[config.mk]
export PLATFORM = sky130hd
export DESIGN_NAME = pipe_front_regs_flat
export DESIGN_NICKNAME = d
export VERILOG_FILES = /design/src/rtl/pipe_front_regs_if.sv /design/src/rtl/pipe_front_regs.sv /design/src/flat_wrapper.sv
export SDC_FILE = /design/constraint.sdc
export NUM_CORES = 1
export LEC_CHECK = 0
export ABC_CLOCK_PERIOD_IN_PS = 2500
export CELL_PAD_IN_SITES_DETAIL_PLACEMENT = 0
export CELL_PAD_IN_SITES_GLOBAL_PLACEMENT = 1
export CORE_AREA = 2 2 185 187
export CTS_CLUSTER_DIAMETER = 100
export DETAILED_ROUTE_END_ITERATION = 6
export DIE_AREA = 0 0 187 189
export PLACE_DENSITY = 0.78
export SETUP_SLACK_MARGIN = 0.4
export SYNTH_ARGS = -nofsm -noshare
export SYNTH_HDL_FRONTEND = slang
export SYNTH_SLANG_ARGS = --single-unit
[constraint.sdc]
create_clock -name Clk -period 2.5 [get_ports Clk]
set_clock_uncertainty 0.15 [all_clocks]
set_input_delay 0.25 -clock Clk [delete_from_list [all_inputs] [get_ports Clk]]
set_output_delay 0.25 -clock Clk [all_outputs]
set_load 0.03 [all_outputs]
[src/rtl/pipe_front_regs_if.sv]
// Front-end pipeline register bundle: hazard controls, fetch/decode inputs and
// the registered F/D/E-stage outputs plus performance and error status.
interface pipe_front_regs_if #(
  parameter int unsigned CW    = 10,
  parameter int unsigned CNT_W = 16
);
  // Hazard-unit and branch controls
  logic          StallF;
  logic          StallD;
  logic          FlushE;
  logic          PCSrcD;

  // Fetch-stage inputs
  logic [31:0]   PCNextF;
  logic [31:0]   InstrF;
  logic [31:0]   PCPlus4F;

  // Decode-stage inputs
  logic [31:0]   RD1D;
  logic [31:0]   RD2D;
  logic [31:0]   SignImmD;
  logic [4:0]    RsD;
  logic [4:0]    RtD;
  logic [4:0]    RdD;
  logic [CW-1:0] CtrlD;

  // Registered stage outputs
  logic [31:0]   PCF;
  logic [31:0]   InstrD;
  logic [31:0]   PCPlus4D;
  logic          ValidD;
  logic [31:0]   RD1E;
  logic [31:0]   RD2E;
  logic [31:0]   SignImmE;
  logic [4:0]    RsE;
  logic [4:0]    RtE;
  logic [4:0]    RdE;
  logic [CW-1:0] CtrlE;
  logic          ValidE;

  // Status
  logic [CNT_W-1:0] StallCount;
  logic [CNT_W-1:0] FlushCount;
  logic             ProtoErr;

  modport master (
    output StallF, StallD, FlushE, PCSrcD,
    output PCNextF, InstrF, PCPlus4F,
    output RD1D, RD2D, SignImmD, RsD, RtD, RdD, CtrlD,
    input  PCF, InstrD, PCPlus4D, ValidD,
    input  RD1E, RD2E, SignImmE, RsE, RtE, RdE, CtrlE, ValidE,
    input  StallCount, FlushCount, ProtoErr
  );

  modport slave (
    input  StallF, StallD, FlushE, PCSrcD,
    input  PCNextF, InstrF, PCPlus4F,
    input  RD1D, RD2D, SignImmD, RsD, RtD, RdD, CtrlD,
    output PCF, InstrD, PCPlus4D, ValidD,
    output RD1E, RD2E, SignImmE, RsE, RtE, RdE, CtrlE, ValidE,
    output StallCount, FlushCount, ProtoErr
  );
endinterface

[src/rtl/pipe_front_regs.sv]
// PC, IF/ID and ID/EX registers of the 5-stage MIPS pipeline with hold, bubble
// and squash handling, stage valid bits, saturating counters and a sticky error flag.
module pipe_front_regs #(
  parameter logic [31:0] RESET_PC = 32'h0000_0000,
  parameter int unsigned CW       = 10,
  parameter int unsigned CNT_W    = 16
) (
  input logic              Clk,
  input logic              Reset_n,
  pipe_front_regs_if.slave bus
);

  logic [31:0]      r_pcf;
  logic [31:0]      r_instr_d;
  logic [31:0]      r_pcplus4_d;
  logic             r_valid_d;
  logic [31:0]      r_rd1_e;
  logic [31:0]      r_rd2_e;
  logic [31:0]      r_signimm_e;
  logic [4:0]       r_rs_e;
  logic [4:0]       r_rt_e;
  logic [4:0]       r_rd_e;
  logic [CW-1:0]    r_ctrl_e;
  logic             r_valid_e;
  logic [CNT_W-1:0] r_stall_cnt;
  logic [CNT_W-1:0] r_flush_cnt;
  logic             r_proto_err;

  logic w_flush_evt;
  logic w_proto_viol;

  // A stall takes priority over a squash, so a stalled branch never counts twice.
  assign w_flush_evt  = bus.FlushE | (bus.PCSrcD & ~bus.StallD);
  // F and D must stall together, and a decode stall must always bubble E.
  assign w_proto_viol = (bus.StallF ^ bus.StallD) | (bus.StallD & ~bus.FlushE);

  // PC register
  always_ff @(posedge Clk or negedge Reset_n) begin
    if (!Reset_n) begin
      r_pcf <= RESET_PC;
    end else if (!bus.StallF) begin
      r_pcf <= bus.PCNextF;
    end
  end

  // IF/ID register: hold on stall, else squash on taken branch, else load
  always_ff @(posedge Clk or negedge Reset_n) begin
    if (!Reset_n) begin
      r_instr_d   <= 32'h0;
      r_pcplus4_d <= 32'h0;
      r_valid_d   <= 1'b0;
    end else if (!bus.StallD) begin
      if (bus.PCSrcD) begin
        r_instr_d   <= 32'h0;
        r_pcplus4_d <= 32'h0;
        r_valid_d   <= 1'b0;
      end else begin
        r_instr_d   <= bus.InstrF;
        r_pcplus4_d <= bus.PCPlus4F;
        r_valid_d   <= 1'b1;
      end
    end
  end

  // ID/EX register: never holds; flush inserts an all-zero bubble
  always_ff @(posedge Clk or negedge Reset_n) begin
    if (!Reset_n) begin
      r_rd1_e     <= 32'h0;
      r_rd2_e     <= 32'h0;
      r_signimm_e <= 32'h0;
      r_rs_e      <= 5'h0;
      r_rt_e      <= 5'h0;
      r_rd_e      <= 5'h0;
      r_ctrl_e    <= CW'(0);
      r_valid_e   <= 1'b0;
    end else if (bus.FlushE) begin
      r_rd1_e     <= 32'h0;
      r_rd2_e     <= 32'h0;
      r_signimm_e <= 32'h0;
      r_rs_e      <= 5'h0;
      r_rt_e      <= 5'h0;
      r_rd_e      <= 5'h0;
      r_ctrl_e    <= CW'(0);
      r_valid_e   <= 1'b0;
    end else begin
      r_rd1_e     <= bus.RD1D;
      r_rd2_e     <= bus.RD2D;
      r_signimm_e <= bus.SignImmD;
      r_rs_e      <= bus.RsD;
      r_rt_e      <= bus.RtD;
      r_rd_e      <= bus.RdD;
      r_ctrl_e    <= bus.CtrlD;
      r_valid_e   <= r_valid_d;
    end
  end

  // Saturating performance counters
  always_ff @(posedge Clk or negedge Reset_n) begin
    if (!Reset_n) begin
      r_stall_cnt <= CNT_W'(0);
      r_flush_cnt <= CNT_W'(0);
    end else begin
      if (bus.StallD && !(&r_stall_cnt)) begin
        r_stall_cnt <= r_stall_cnt + CNT_W'(1);
      end
      if (w_flush_evt && !(&r_flush_cnt)) begin
        r_flush_cnt <= r_flush_cnt + CNT_W'(1);
      end
    end
  end

  // Sticky protocol-error flag; informational only
  always_ff @(posedge Clk or negedge Reset_n) begin
    if (!Reset_n) begin
      r_proto_err <= 1'b0;
    end else if (w_proto_viol) begin
      r_proto_err <= 1'b1;
    end
  end

  assign bus.PCF        = r_pcf;
  assign bus.InstrD     = r_instr_d;
  assign bus.PCPlus4D   = r_pcplus4_d;
  assign bus.ValidD     = r_valid_d;
  assign bus.RD1E       = r_rd1_e;
  assign bus.RD2E       = r_rd2_e;
  assign bus.SignImmE   = r_signimm_e;
  assign bus.RsE        = r_rs_e;
  assign bus.RtE        = r_rt_e;
  assign bus.RdE        = r_rd_e;
  assign bus.CtrlE      = r_ctrl_e;
  assign bus.ValidE     = r_valid_e;
  assign bus.StallCount = r_stall_cnt;
  assign bus.FlushCount = r_flush_cnt;
  assign bus.ProtoErr   = r_proto_err;

endmodule

[src/flat_wrapper.sv]
// flat-port wrapper written by rule: the top's interface ports become plain ports
module pipe_front_regs_flat 
#(
  parameter logic [31:0] RESET_PC = 32'h0000_0000,
  parameter int unsigned CW       = 10,
  parameter int unsigned CNT_W    = 16
)
  (Clk, Reset_n, bus_StallF, bus_StallD, bus_FlushE, bus_PCSrcD, bus_PCNextF, bus_InstrF, bus_PCPlus4F, bus_RD1D, bus_RD2D, bus_SignImmD, bus_RsD, bus_RtD, bus_RdD, bus_CtrlD, bus_PCF, bus_InstrD, bus_PCPlus4D, bus_ValidD, bus_RD1E, bus_RD2E, bus_SignImmE, bus_RsE, bus_RtE, bus_RdE, bus_CtrlE, bus_ValidE, bus_StallCount, bus_FlushCount, bus_ProtoErr);
  pipe_front_regs_if #(.CW(CW), .CNT_W(CNT_W)) bus_i ();
  input logic Clk;
  input logic Reset_n;
  input wire logic [$bits(bus_i.StallF)-1:0] bus_StallF;
  input wire logic [$bits(bus_i.StallD)-1:0] bus_StallD;
  input wire logic [$bits(bus_i.FlushE)-1:0] bus_FlushE;
  input wire logic [$bits(bus_i.PCSrcD)-1:0] bus_PCSrcD;
  input wire logic [$bits(bus_i.PCNextF)-1:0] bus_PCNextF;
  input wire logic [$bits(bus_i.InstrF)-1:0] bus_InstrF;
  input wire logic [$bits(bus_i.PCPlus4F)-1:0] bus_PCPlus4F;
  input wire logic [$bits(bus_i.RD1D)-1:0] bus_RD1D;
  input wire logic [$bits(bus_i.RD2D)-1:0] bus_RD2D;
  input wire logic [$bits(bus_i.SignImmD)-1:0] bus_SignImmD;
  input wire logic [$bits(bus_i.RsD)-1:0] bus_RsD;
  input wire logic [$bits(bus_i.RtD)-1:0] bus_RtD;
  input wire logic [$bits(bus_i.RdD)-1:0] bus_RdD;
  input wire logic [$bits(bus_i.CtrlD)-1:0] bus_CtrlD;
  output wire logic [$bits(bus_i.PCF)-1:0] bus_PCF;
  output wire logic [$bits(bus_i.InstrD)-1:0] bus_InstrD;
  output wire logic [$bits(bus_i.PCPlus4D)-1:0] bus_PCPlus4D;
  output wire logic [$bits(bus_i.ValidD)-1:0] bus_ValidD;
  output wire logic [$bits(bus_i.RD1E)-1:0] bus_RD1E;
  output wire logic [$bits(bus_i.RD2E)-1:0] bus_RD2E;
  output wire logic [$bits(bus_i.SignImmE)-1:0] bus_SignImmE;
  output wire logic [$bits(bus_i.RsE)-1:0] bus_RsE;
  output wire logic [$bits(bus_i.RtE)-1:0] bus_RtE;
  output wire logic [$bits(bus_i.RdE)-1:0] bus_RdE;
  output wire logic [$bits(bus_i.CtrlE)-1:0] bus_CtrlE;
  output wire logic [$bits(bus_i.ValidE)-1:0] bus_ValidE;
  output wire logic [$bits(bus_i.StallCount)-1:0] bus_StallCount;
  output wire logic [$bits(bus_i.FlushCount)-1:0] bus_FlushCount;
  output wire logic [$bits(bus_i.ProtoErr)-1:0] bus_ProtoErr;
  assign bus_i.StallF = bus_StallF;
  assign bus_i.StallD = bus_StallD;
  assign bus_i.FlushE = bus_FlushE;
  assign bus_i.PCSrcD = bus_PCSrcD;
  assign bus_i.PCNextF = bus_PCNextF;
  assign bus_i.InstrF = bus_InstrF;
  assign bus_i.PCPlus4F = bus_PCPlus4F;
  assign bus_i.RD1D = bus_RD1D;
  assign bus_i.RD2D = bus_RD2D;
  assign bus_i.SignImmD = bus_SignImmD;
  assign bus_i.RsD = bus_RsD;
  assign bus_i.RtD = bus_RtD;
  assign bus_i.RdD = bus_RdD;
  assign bus_i.CtrlD = bus_CtrlD;
  assign bus_PCF = bus_i.PCF;
  assign bus_InstrD = bus_i.InstrD;
  assign bus_PCPlus4D = bus_i.PCPlus4D;
  assign bus_ValidD = bus_i.ValidD;
  assign bus_RD1E = bus_i.RD1E;
  assign bus_RD2E = bus_i.RD2E;
  assign bus_SignImmE = bus_i.SignImmE;
  assign bus_RsE = bus_i.RsE;
  assign bus_RtE = bus_i.RtE;
  assign bus_RdE = bus_i.RdE;
  assign bus_CtrlE = bus_i.CtrlE;
  assign bus_ValidE = bus_i.ValidE;
  assign bus_StallCount = bus_i.StallCount;
  assign bus_FlushCount = bus_i.FlushCount;
  assign bus_ProtoErr = bus_i.ProtoErr;
  pipe_front_regs #(.RESET_PC(RESET_PC), .CW(CW), .CNT_W(CNT_W)) u_core (.Clk(Clk), .Reset_n(Reset_n), .bus(bus_i));
endmodule
### After elaboration in Yosys (flattened, before gate mapping)

Cells that the tools add are included.

| storage, ports and cells | value |
|---|---|
| RAM bits | 0 |
| latch bits | 0 |
| memories kept | 0 |
| memory bits (read-only) | 0 |
| flip-flop bits (word level) | 252 |
| logic and storage cells | 41 |
| output and inout port bits | 252 |
| input port bits | 223 |

| cells by class | value |
|---|---|
| shift operators | 0 |
| reductions and logical operators | 6 |
| multiplexer cells | 11 |
| multiply operators | 0 |
| add/sub/neg operators | 2 |
| divide/modulo/power cells | 0 |
| equal/unequal tests | 0 |
| bitwise operators | 7 |
| magnitude comparators | 0 |

Operators by type and width:

| cell | number |
|---|---|
| two-way mux 32 bit | 5 |
| adder 16 x 1 -> 16 bit, second input constant | 2 |
| AND reduction 16 bit | 2 |
| two-way mux 5 bit | 3 |
| two-way mux 10 bit | 1 |
| bitwise AND 1 bit | 2 |
| logical AND 1 bit | 2 |
| logical NOT 1 bit | 2 |
| two-way mux 1 bit | 2 |
| NOT 1 bit | 2 |
| bitwise OR 1 bit | 2 |
| bitwise XOR 1 bit | 1 |

### Longest topological paths before layout

| logic depth | value |
|---|---|
| word-level depth | 4 |
| depth in mapped cells | 6 |

### Worst setup path after synthesis

No wires, ideal clock.

| path | value |
|---|---|
| path kind | register to register |
| start | reg u_core.r_stall_cnt[0], in the netlist u_core.bus.StallCount[0] |
| end | reg u_core.r_stall_cnt[1], in the netlist u_core.bus.StallCount[1] |
| data arrival time | 1.950 ns |
| setup slack | 0.272 ns |
| cell stages (with the launch flop) | 7 |
| buffers on the path | 1 |
| required time | 2.222 ns |
| cells stage by stage | dfrtp_1 > ha_1 > nand3_1 > or4_4 > buf_6 > nand2_2 > mux2_1 |

| on the way | value |
|---|---|
| longest elaborated chain between the ends | 3 |

RTL lines:

| element | RTL line | text |
|---|---|---|
| start, declared | pipe_front_regs.sv:25 | `logic [CNT_W-1:0] r_stall_cnt;` |
| start signal, assigned | pipe_front_regs.sv:104 | `r_stall_cnt <= r_stall_cnt + CNT_W'(1);` |
| branches (longest 3 deep; another with adder 16 x 1 -> 16 bit) | -- |  |

Parallel ways; which one is timed is not known.
A chain may end at the register's enable or synchronous reset.

### Worst setup path after layout

| path | value |
|---|---|
| start | reg u_core.r_instr_d[13], in the netlist u_core.bus.InstrD[13] |
| end | out bus_InstrD[13] |

RTL lines:

| element | RTL line | text |
|---|---|---|
| start, declared | pipe_front_regs.sv:14 | `logic [31:0] r_instr_d;` |
| start signal, assigned | pipe_front_regs.sv:58 | `r_instr_d <= bus.InstrF;` |
| end, declared | flat_wrapper.sv:27 | `output wire logic [$bits(bus_i.InstrD)-1:0] bus_InstrD;` |

No word-level cell between the ends.

==> impl_metrics.toml <==
[critical_path]
required_ps = 2100
r2r-end = "u_core.bus.StallCount[1]"
cp-start-kind = "register"
cp_top_family = "buffers and inverters"
cp.arrival_ps = 1640
critPathBufInv = 1
path_cells = "clkdlybuf4s50_1"
crit_type = "reg2out"
slowest_stage = "clkdlybuf4s50_1"
timing.rr.start = "u_core.bus.StallCount[0]"
worstPathMaxFanout = 2
end_kind = "output pin"
r2r_slack_ps = 480
slowest_delay_ps = 710
reg2regPathDepth = 5

[sta]
fin_crit_ps = 2040
final-hold-violation-count = 0
slew_headroom = 0.611
setup_tns_ps = 0
rsz0062_at_grt = "false"
setup_viol = 0
post-route-period-util = 0.814
slew_viol_final = 0
worst_slew_pin_slew_ps = 583
fmax_mhz = 491

[place]
finalWeightedCongestion = 0.807
place_hpwl_mm = 20.9
io_buffers = 474

[min_path]
hold_end = "u_core.bus.RsE[4]"
hp-class = "in2reg"
hp-start = "bus_RsD[4]"
hold_depth = 2

[job]
cap_violations = 0

[floorplan]
pin_count = 475
dieArea_um2 = 35300
die_w_um = 187
initial_core_util = 0.281
chipHeight_um = 189
core_area_um2 = 33300
rows = 67

[routing]
drt_iter0_markers = 272
top_layer_used = "met4"
wl_met2_mm = 13.6
first_pass_iters = 4
drc = 0
ant_nets = 0
via_per_inst = 4.20
vias = 7137
post_drt_wl_per_cell_um = 16.7
wl_met3_mm = 2.99
drt-total-wl_mm = 28.4
drt-met1-wl_mm = 11.3

[final_layout]
diodes = 0
nets = 1457
fill_cells = 3066
drive_above_1_share = 0.0830
area_growth_pct = 66.8

[power_and_ir_drop]
p_per_area_nw_per_um2 = 729
p_leak_nw = 6.82
ir_worst_vdd_mv = 0.519
total_power_mw = 11.4

[logic_synthesis]
yosysSeqAreaShare = 0.674
synth_top_area_share = 0.674
yosys-top-cells-count = "dfrtp_1 (252), nor2b_1 (122), nand2_1 (71)"
synth-edff-count = 0
synth_area_per_cell_um2 = 12.4
synth_cell_types = 39
synth_nets = 980
synth_area_um2 = 9360
synth-async-reset-ratio = 1.00
synth_most_common_cell = "dfrtp_1"
synthCells = 755
yosys_warnings = 0
ys_seq_elements = 252
synth_ff_type = "dfrtp_1"
synthTopCellsByArea = "dfrtp_1 (67%), nor2b_1 (8.2%), nand2b_1 (4.3%)"
yosys.area.top_type = "dfrtp_1"

[clocking]
cts_buffers = 28
clock-sinks = 252
clock_latency_ps = 540
htree_levels = 1
cts_tree = "done"
path_clk_slew_ps = 60
cts_buffer_depth = 3
cts_root_buf = "clkbuf_16"
post_cts_buffers = 0

[outcome]
outcome = "finished clean"

[global_route]
grt.total_usage = 0.157
antenna_found_initial = 0
grt_pass1_vias = 7476
grt_pass1_wl_mm = 44.0
grt-ovfl-total = 0
grt_max_degree = 125
-- routing by layer --
metal  vias to the layer above  GRT usage
met5                         -          0
met4                         0     0.0357
met3                        35     0.0651
met2                       302      0.266
met1                      3381      0.188
li1                       3419          -
-- where the power goes --
part	leakage (nW)	internal, mW	switching [mW]
registers	3.22	4.43	0.277
clock network	0.472	2.57	1.66
logic	3.13	1.11	1.33
total	6.82	8.11	3.27
-- worst max path at each step --
stage,startpoint,to,slack (ps),cells past startpoint
final,u_core.bus.InstrD[13],bus_InstrD[13],460,1
after global routing,u_core.bus.InstrD[13],bus_InstrD[13],410,1
after CTS,u_core.bus.StallCount[1],bus_StallCount[1],400,1
after detailed placement,u_core.bus.StallCount[0],u_core.bus.StallCount[1],480,5
after global placement,u_core.bus.StallCount[0],u_core.bus.StallCount[1],500,5
after floorplan,u_core.bus.StallCount[0],u_core.bus.StallCount[1],400,6
-- metrics by stage --
stage | utilization | hold WS, ps | std cells | setup WS (ps) | area (um2)
floorplan | - | -196 | 755 | 402 | 9380
global placement | 0.441 | 114 | 1648 | 498 | 14700
detailed placement | 0.441 | 114 | 1648 | 479 | 14700
CTS | 0.469 | 68.0 | 1701 | 403 | 15600
global route | 0.469 | 73.7 | 1701 | 406 | 15600
finish | 0.469 | 104 | 1701 | 464 | 15600
-- timing repair --
| item | 4_1_cts | 5_1_grt |
|---|---|---|
| endpoints found under the hold margin | 118 | 0 |
| hold buffers | 2 | 0 |
| setup endpoints to repair | 28 | 7 |
| resized for setup | 28 | 7 |
-- flip-flops by register name, summed over array words and instances, names as in the netlist --
register               count
u_core.bus.PCF            32
u_core.bus.ProtoErr        1
u_core.bus.FlushCount     16
u_core.bus.ValidD          1
u_core.bus.RsE             5
u_core.bus.RtE             5
u_core.bus.PCPlus4D       32
u_core.bus.ValidE          1
u_core.bus.RD2E           32
u_core.bus.SignImmE       32
u_core.bus.InstrD         32
u_core.bus.CtrlE          10
u_core.bus.RdE             5
u_core.bus.StallCount     16
u_core.bus.RD1E           32
-- kinds of logic after synthesis --
logic type               count (synthesis)  share of synthesized area
adder cells (fa/ha/maj)                  2                    0.00267
multiplexers                            34                     0.0409
XOR/XNOR                                29                     0.0271
AO/OA/AOI/OAI                           73                     0.0414
buffers and inverters                   41                     0.0178
flip-flops                             252                      0.674
AND/OR/NAND/NOR                        324                      0.196
-- cells in the final DEF, fill, tap and decap left out, types with 6 or more instances in the layout --
| cell | n |
|---|---|
| clkdlybuf4s50_1 | 436 |
| dfrtp_1 | 250 |
| nor2b_1 | 122 |
| nand2_1 | 71 |
| o21ai_0 | 65 |
| nand2b_1 | 64 |
| mux2_2 | 33 |
| clkbuf_16 | 29 |
| dlygate4sd2_1 | 28 |
| xor2_1 | 18 |
| nand3_1 | 12 |
| nor3_1 | 12 |
| nand4_1 | 11 |
| xnor2_1 | 11 |
| nor2_1 | 10 |
| buf_4 | 9 |
| clkinv_2 | 8 |
| and3_1 | 6 |
| dlymetal6s2s_1 | 6 |
-- cell type report --
class                      instances  area, um2  area share
sequential                       252       6310       0.404
timing repair buffer             488       4890       0.313
multi-input combinational        462       2900       0.186
clock buffer                      38        810      0.0518
tap                              448        561      0.0359
clock inverter                    13        145     0.00929
-- worst register-to-register path, cell delays in order, from the launching register on --
cell and delay (ps):
dfrtp_2 420, ha_4 150, nand3_1 110, or4_4 630, nand2_2 120, mux2_1 320
Power figures use the tool's default switching activity.
